**src/rtl/zion_pc_gen_pkg.sv**
```systemverilog
// zion_pc_gen_pkg
//   Shared types and constants for the fetch-PC generator.
//   XLEN()          : PC width for a given RV64 selector (32 or 64).
//   pc_gen_state_e  : fetch FSM states.
//   REDIRECT_CNT_W  : width of the saturating redirect counter.
package zion_pc_gen_pkg;

   localparam int REDIRECT_CNT_W = 16;

   typedef enum logic [1:0] {
      BOOT = 2'd0,
      RUN  = 2'd1,
      HALT = 2'd2
   } pc_gen_state_e;

   function automatic int XLEN(input int rv64);
      return 32 * (1 + rv64);
   endfunction

endpackage

```
**src/rtl/zion_pc_set_arbiter.sv**
```systemverilog
// zion_pc_set_arbiter
//   Combinational fixed-priority selector over the PC-set channels.
//   Channel 0 has the highest priority. The selected target has its low
//   ALIGN_BITS bits cleared so fetch never sees a misaligned PC.
// Ports:
//   iPcSetEn   : per-channel set enable
//   iPcSetTgt  : packed per-channel targets, channel k at [k*PC_W +: PC_W]
//   oAnySet    : at least one channel is requesting a redirect
//   oSelTgt    : aligned target of the winning channel (0 when none)
module zion_pc_set_arbiter #(
   parameter int CH_NUM     = 3,
   parameter int PC_W       = 32,
   parameter int ALIGN_BITS = 2
) (
   input  logic [CH_NUM-1:0]      iPcSetEn,
   input  logic [CH_NUM*PC_W-1:0] iPcSetTgt,
   output logic                   oAnySet,
   output logic [PC_W-1:0]        oSelTgt
);

   localparam logic [PC_W-1:0] ALIGN_MASK = {PC_W{1'b1}} << ALIGN_BITS;

   logic [PC_W-1:0] rawTgt;

   // Walk from the lowest-priority channel upward so the last hit,
   // i.e. the lowest index, is the one that sticks.
   always_comb begin
      oAnySet = 1'b0;
      rawTgt  = '0;
      for (int k = CH_NUM - 1; k >= 0; k--) begin
         if (iPcSetEn[k]) begin
            oAnySet = 1'b1;
            rawTgt  = iPcSetTgt[k*PC_W +: PC_W];
         end
      end
      oSelTgt = rawTgt & ALIGN_MASK;
   end

endmodule

```
**src/rtl/zion_pc_gen.sv**
```systemverilog
// zion_pc_gen
//   Holds the architectural fetch PC and offers it to instruction fetch
//   over a valid/ready handshake. The PC advances by INST_BYTES on each
//   accepted fetch and is overwritten by the highest-priority PC-set
//   channel, which always wins over a same-cycle increment.
// Ports:
//   clk, rst      : clock, synchronous active-high reset
//   iPcSetEn      : per-channel set enable (channel 0 highest priority)
//   iPcSetTgt     : packed per-channel target PCs
//   iHalt         : stop offering fetches; PC held (redirects still land)
//   iFetchRdy     : fetch accepts oFetchPc this cycle
//   oFetchVld     : oFetchPc is valid (registered, RUN state only)
//   oFetchPc      : current fetch PC
//   oRedirect     : one-cycle pulse after a set-channel overwrite
//   oRedirectCnt  : saturating count of redirects since reset
module zion_pc_gen
   import zion_pc_gen_pkg::*;
#(
   parameter int          RV64       = 0,
   parameter int          CH_NUM     = 3,
   parameter logic [63:0] RESET_PC   = 64'h8000_0000,
   parameter int          INST_BYTES = 4
) (
   input  logic                                 clk,
   input  logic                                 rst,
   input  logic [CH_NUM-1:0]                    iPcSetEn,
   input  logic [CH_NUM*zion_pc_gen_pkg::XLEN(RV64)-1:0] iPcSetTgt,
   input  logic                                 iHalt,
   input  logic                                 iFetchRdy,
   output logic                                 oFetchVld,
   output logic [zion_pc_gen_pkg::XLEN(RV64)-1:0] oFetchPc,
   output logic                                 oRedirect,
   output logic [REDIRECT_CNT_W-1:0]            oRedirectCnt
);

   localparam int PC_W       = zion_pc_gen_pkg::XLEN(RV64);
   localparam int ALIGN_BITS = $clog2(INST_BYTES);
   localparam logic [PC_W-1:0] PC_RST  = RESET_PC[PC_W-1:0];
   localparam logic [PC_W-1:0] PC_STEP = PC_W'(INST_BYTES);

   pc_gen_state_e   state;
   logic [PC_W-1:0] pcQ;
   logic            anySet;
   logic [PC_W-1:0] selTgt;
   logic            fetchAccept;

   zion_pc_set_arbiter #(
      .CH_NUM     (CH_NUM),
      .PC_W       (PC_W),
      .ALIGN_BITS (ALIGN_BITS)
   ) uArb (
      .iPcSetEn  (iPcSetEn),
      .iPcSetTgt (iPcSetTgt),
      .oAnySet   (anySet),
      .oSelTgt   (selTgt)
   );

   assign fetchAccept = (state == RUN) && oFetchVld && iFetchRdy;
   assign oFetchPc    = pcQ;

   always_ff @(posedge clk) begin
      if (rst) begin
         state        <= BOOT;
         pcQ          <= PC_RST;
         oFetchVld    <= 1'b0;
         oRedirect    <= 1'b0;
         oRedirectCnt <= '0;
      end else begin
         // Every state leaves for HALT while iHalt is up and for RUN
         // otherwise; valid is registered alongside so it tracks RUN.
         case (state)
            BOOT, RUN, HALT: begin
               state     <= iHalt ? HALT : RUN;
               oFetchVld <= !iHalt;
            end
            default: begin
               state     <= HALT;
               oFetchVld <= 1'b0;
            end
         endcase

         // A redirect is a flush: it replaces the PC even if fetch took
         // the current one this cycle, so no increment is applied.
         if (anySet)
            pcQ <= selTgt;
         else if (fetchAccept)
            pcQ <= pcQ + PC_STEP;

         oRedirect <= anySet;
         if (anySet && (oRedirectCnt != {REDIRECT_CNT_W{1'b1}}))
            oRedirectCnt <= oRedirectCnt + 1'b1;
      end
   end

endmodule

```
**config.mk**
```make
export PLATFORM = sky130hd
export DESIGN_NAME = zion_pc_gen
export DESIGN_NICKNAME = d
export VERILOG_FILES = /design/src/rtl/zion_pc_gen_pkg.sv /design/src/rtl/zion_pc_set_arbiter.sv /design/src/rtl/zion_pc_gen.sv
export SDC_FILE = /design/constraint.sdc
export NUM_CORES = 1
export LEC_CHECK = 0
export BUFFER_PORTS_ARGS = -buffer_cell sky130_fd_sc_hd__buf_4
export CAP_MARGIN = 20
export CORE_UTILIZATION = 30
export CTS_CLUSTER_SIZE = 40
export DETAILED_ROUTE_END_ITERATION = 8
export GPL_TIMING_DRIVEN = 0
export HOLD_SLACK_MARGIN = 0.12
export PLACE_DENSITY = 0.59
export SLEW_MARGIN = 20
export SYNTH_ARGS = -nofsm -noshare
export SYNTH_HDL_FRONTEND = slang
export SYNTH_HIERARCHICAL = 1
export SYNTH_SLANG_ARGS = --single-unit
export TNS_END_PERCENT = 50
```
**constraint.sdc**
```tcl
create_clock -name clk -period 2.07 [get_ports clk]
set_input_delay 0.414 -clock clk [delete_from_list [all_inputs] [get_ports clk]]
set_output_delay 0.414 -clock clk [all_outputs]
set_load 0.005 [all_outputs]
```
# After elaboration in Yosys (flattened, before gate mapping)
# Cells that the tools add are included.
# word_totals
mem_count,0
romBits,0
output_inout_bits,50
in_bits,103
latchBits,0
ramBits,0
reg_bits,52
wordCells,32
# op_classes
addsub,2
n_div,0
n_mux,10
bitwise_logic,1
n_mul,0
order_cmp,0
reduce_logical,9
eq_ne,3
shifts,0
# ops
operator,n
$mux W32,5
$add A32 B3 Y32 const B,1
$add A16 B1 Y16 const B,1
$ne A16 B16 Y1 const B,1
$mux W2,2
$reduce_or A2 Y1,2
$logic_and A1 B1 Y1,3
$mux W1,3
$reduce_or A3 Y1,1
$eq A2 B1 Y1 const B,1
$eq A2 B2 Y1 const B,1
$logic_not A2 Y1,1
$reduce_bool A2 Y1,1
$logic_not A1 Y1,1
$not A1 Y1,1

# Logic depth before layout (Yosys ltp)
# depth
word_depth,5
depth_mapped,8

# Cells and area by module
# Netlist, hierarchy kept.
# by_module_without_submodules
mod,instances,area_each_um2,cells_per_inst
zion_pc_gen,1,2617.5,319
zion_pc_set_arbiter,1,855.8,141

# Least setup slack after synthesis
# OpenSTA, ideal clock, no wires.
# synth_timing
path_kind,register to register
start,register pcQ[2] (netlist: oFetchPc[2])
end,register pcQ[18] (netlist: oFetchPc[18])
arrival_time_ns,1.933
path_buffers,0
synth_period_minus_slack_ns,2.023
path_stages_with_launch,6
required_time_ns,1.979
setup_slack_ns,0.047
path_cell_list,dfxtp_1 -> ha_1 -> nand4b_1 -> or4_2 -> or3_1 -> a311oi_1
# synth_via
elab_chain_cells,3
# synth_lines
item,line,source
"start, declared",zion_pc_gen.sv:42,logic [PC_W-1:0] pcQ;
"start signal, assigned",zion_pc_gen.sv:85,pcQ <= selTgt;
"start signal, assigned",zion_pc_gen.sv:87,pcQ <= pcQ + PC_STEP;
$add A32 B3 Y32,zion_pc_gen.sv:87,
$mux W32,zion_pc_gen.sv:86,else if (fetchAccept)
$mux W32,zion_pc_gen.sv:84,if (anySet)
# No other way between the ends. The select of a mux whose other input is x is not followed.
# A chain may end at the register's enable or synchronous reset.

# Worst setup path after layout
# layout_timing
start,register oRedirectCnt[3]
end,register oRedirectCnt[9]
# layout_via
elab_chain_cells,2
# layout_lines
item,line,source
"start, declared",zion_pc_gen.sv:33,output logic [REDIRECT_CNT_W-1:0] oRedirectCnt
"start signal, assigned",zion_pc_gen.sv:91,oRedirectCnt <= oRedirectCnt + 1'b1;
branches (longest 2 deep; another with $add A16 B1 Y16),n/a,
# Several ways; the timed one is not identified.

==> impl_metrics.toml <==
[synth]
synth_adder_area_share = 0.00720
synth.top_cells.by_count = "a21oi_1, dfxtp_1, nor2_1"
netlist_instances = 460
synth-seq-cells = 51
synth_edf_count = 0
async_flop_share = 0
synth_mux_area_frac = 0.0148
synth_top_family_by_area = "simple AND/OR/NAND/NOR gates"
yosysUniqueCellTypes = 46
synthFlopType = "dfxtp_1"
synth_compound_area_frac = 0.164
synth_area_leader_cell = "dfxtp_1"
syn_area_per_cell_um2 = 7.55
netlist.area_leader.share = 0.294
yosysWarnings = 6
ys_seq_area_frac = 0.294
yosys.cell_count.top_type = "a21oi_1"
synth_simple_gate_area_frac = 0.364
synth.top_cells.by_area = "dfxtp_1, a21oi_1, nand3b_1"
synth_area_um2 = 3470
synth_xor_xnor_area_share = 0.0908

[route]
routed_wl_um = 11300
vias = 3856
drc_errors = 0
avgViaCountPerCell = 5.07
drt_iter0_drc = 157
wire_per_inst_um = 14.9
ant_nets = 0
drtPass1Iterations = 6

[global_route]
antenna_found_initial = 0
grt_pass1_vias = 3473
grt_max_degree = 15
grt_use_total = 0.184
grt_pass1_wl_um = 17200
overflow = 0

[finish]
drive_above_1_share = 0.337
instances_no_fill = 761
fin_nets = 726
multiInputGateArea_um2 = 2260
regArea_um2 = 1040
syn2layout_area_growth_pct = 44.3
nFillCells = 1136
antennaDiodeCount = 0

[setup_path]
path_max_fanout = 10
worstPathArrival_ns = 2.19
cp-start-kind = "flip-flop"
required_ns = 2.24
end_kind = "flip-flop"
path_class = "flip-flop to flip-flop"

[timing]
setup_violations = 0
hold_viol = 0
slew_headroom = 0.562
fin_skew_ns = 0.00598
post-route-period-util = 0.972
finalCriticalPeriod_ns = 2.01
worst_slew_pin_slew_ns = 0.657
max_freq_ghz = 0.497
drv_slew = 0
finalSetupTns_ns = 0

[floorplanning]
start_util = 0.314
io_pins = 153
die_h_um = 110
die_area_um2 = 12000
fp-row-count = 38
die_width_um = 110
core-area_um2 = 11100

[placement]
gp_congestion = 0.798
io_buffer_count = 144
dp.cells = 745
hpwl_um = 8780

[clocking]
cts_root_buf = "clkbuf_16"
insertion_delay_ns = 0.29
clock_path_buffers = 2
holdBufCountCts = 0
cts_buffers = 5
clk_pin_slew_ns = 0.06
clock-sinks = 51
ctsHtreeMaxLevel = 2
cts_tree = "done"

[power]
p_leak_nw = 2.02
powerDensity_nw_per_um2 = 525
p_total_mw = 2.63
vdd.ir_drop.worst_mv = 0.325

[min_path]
hp-class = "input pin to flip-flop"

[outcome]
status = "finished, final reports clean"

[run]
drv_cap = 0
-- logic make-up after synthesis --
kind of cell,count (synthesis)
compound gates,102
xor+xnor,36
fa+ha+maj,2
buf+inv,41
flops,51
mux,5
other cells,1
simple gates,222
-- critical path, stage by stage (launching register included) --
cell and delay [ns]:
dfxtp_1 0.42, nand4_1 0.26, or4_1 0.52, buf_2 0.19
nand2_1 0.17, nor4_2 0.08, mux2_2 0.27
-- cell type report --
class	count	share of cell area
multi-input cells	369	0.452
flip-flops and latches	51	0.208
well taps	140	0.0350
clock buffers	6	0.0257
clock inverters	1	0.00599
repair buffers	153	0.229
inverters	6	0.00449
plain buffers	35	0.0402
-- sequential cells by signal, indices dropped and copies added, names as in the netlist --
name,flops
oFetchVld,1
state,1
oRedirect,1
oFetchPc,32
oRedirectCnt,16
-- layout by cell type (no fill, tap or decap), types with 5 or more instances in the layout --
master and count:
a211oi_1 11, a21oi_1 76, buf_2 11, buf_4 158
buf_6 5, clkbuf_1 12, clkbuf_16 5, dfxtp_1 37
dfxtp_2 13, inv_1 6, nand2_1 32, nand3_1 23
nand3b_1 31, nand4_1 13, nor2_1 49, nor2b_1 32
nor3_1 6, nor4_1 5, nor4_2 6, xnor2_1 17
xor2_1 19
-- metal layers --
| metal | GRT usage | routed length, µm | up-vias |
|---|---|---|---|
| met5 | 0 | 0 | - |
| met4 | 0.0305 | 80 | 0 |
| met3 | 0.0344 | 792 | 9 |
| met2 | 0.332 | 5550 | 121 |
| met1 | 0.229 | 4900 | 1772 |
| li1 | - | - | 1954 |
-- power by group --
part	leakage (nW)	switching (mW)	internal, mW	total (mW)
registers	0.426	0.0858	1.05	1.13
clock network	0.0769	0.355	0.565	0.920
logic	1.52	0.251	0.328	0.578
total	2.02	0.692	1.94	2.63
-- timing repair --
action,4_1_cts,5_1_grt
pin swaps,1,5
cloned,0,0
setup buffers,1,8
gates resized for setup,5,16
endpoints found under the setup margin,10,23
-- worst paths after layout --
kind | start | end | slack (ns) | depth (start not counted)
setup / recovery | oRedirectCnt[3] | oRedirectCnt[9] | 0.06 | 6
hold / removal | iHalt | state[1] | 0.35 | 3
hold reg to reg | oFetchPc[0] | oFetchPc[0] | 0.52 | 2
setup reg to reg | oRedirectCnt[3] | oRedirectCnt[9] | 0.06 | 6
-- stage by stage --
| stage | hold WS, ns | area (µm²) | setup WS (ns) | util |
|---|---|---|---|---|
| floorplan | 0.480 | 3480 | 0.0465 | - |
| global placement | 0.484 | 4730 | -0.596 | 0.427 |
| detailed placement | 0.486 | 4730 | -0.598 | 0.427 |
| CTS | 0.342 | 4920 | 0.00302 | 0.444 |
| global route | 0.361 | 5010 | -0.0513 | 0.452 |
| finish | 0.346 | 5010 | 0.0586 | 0.452 |
(Power assumes the default switching activity.)
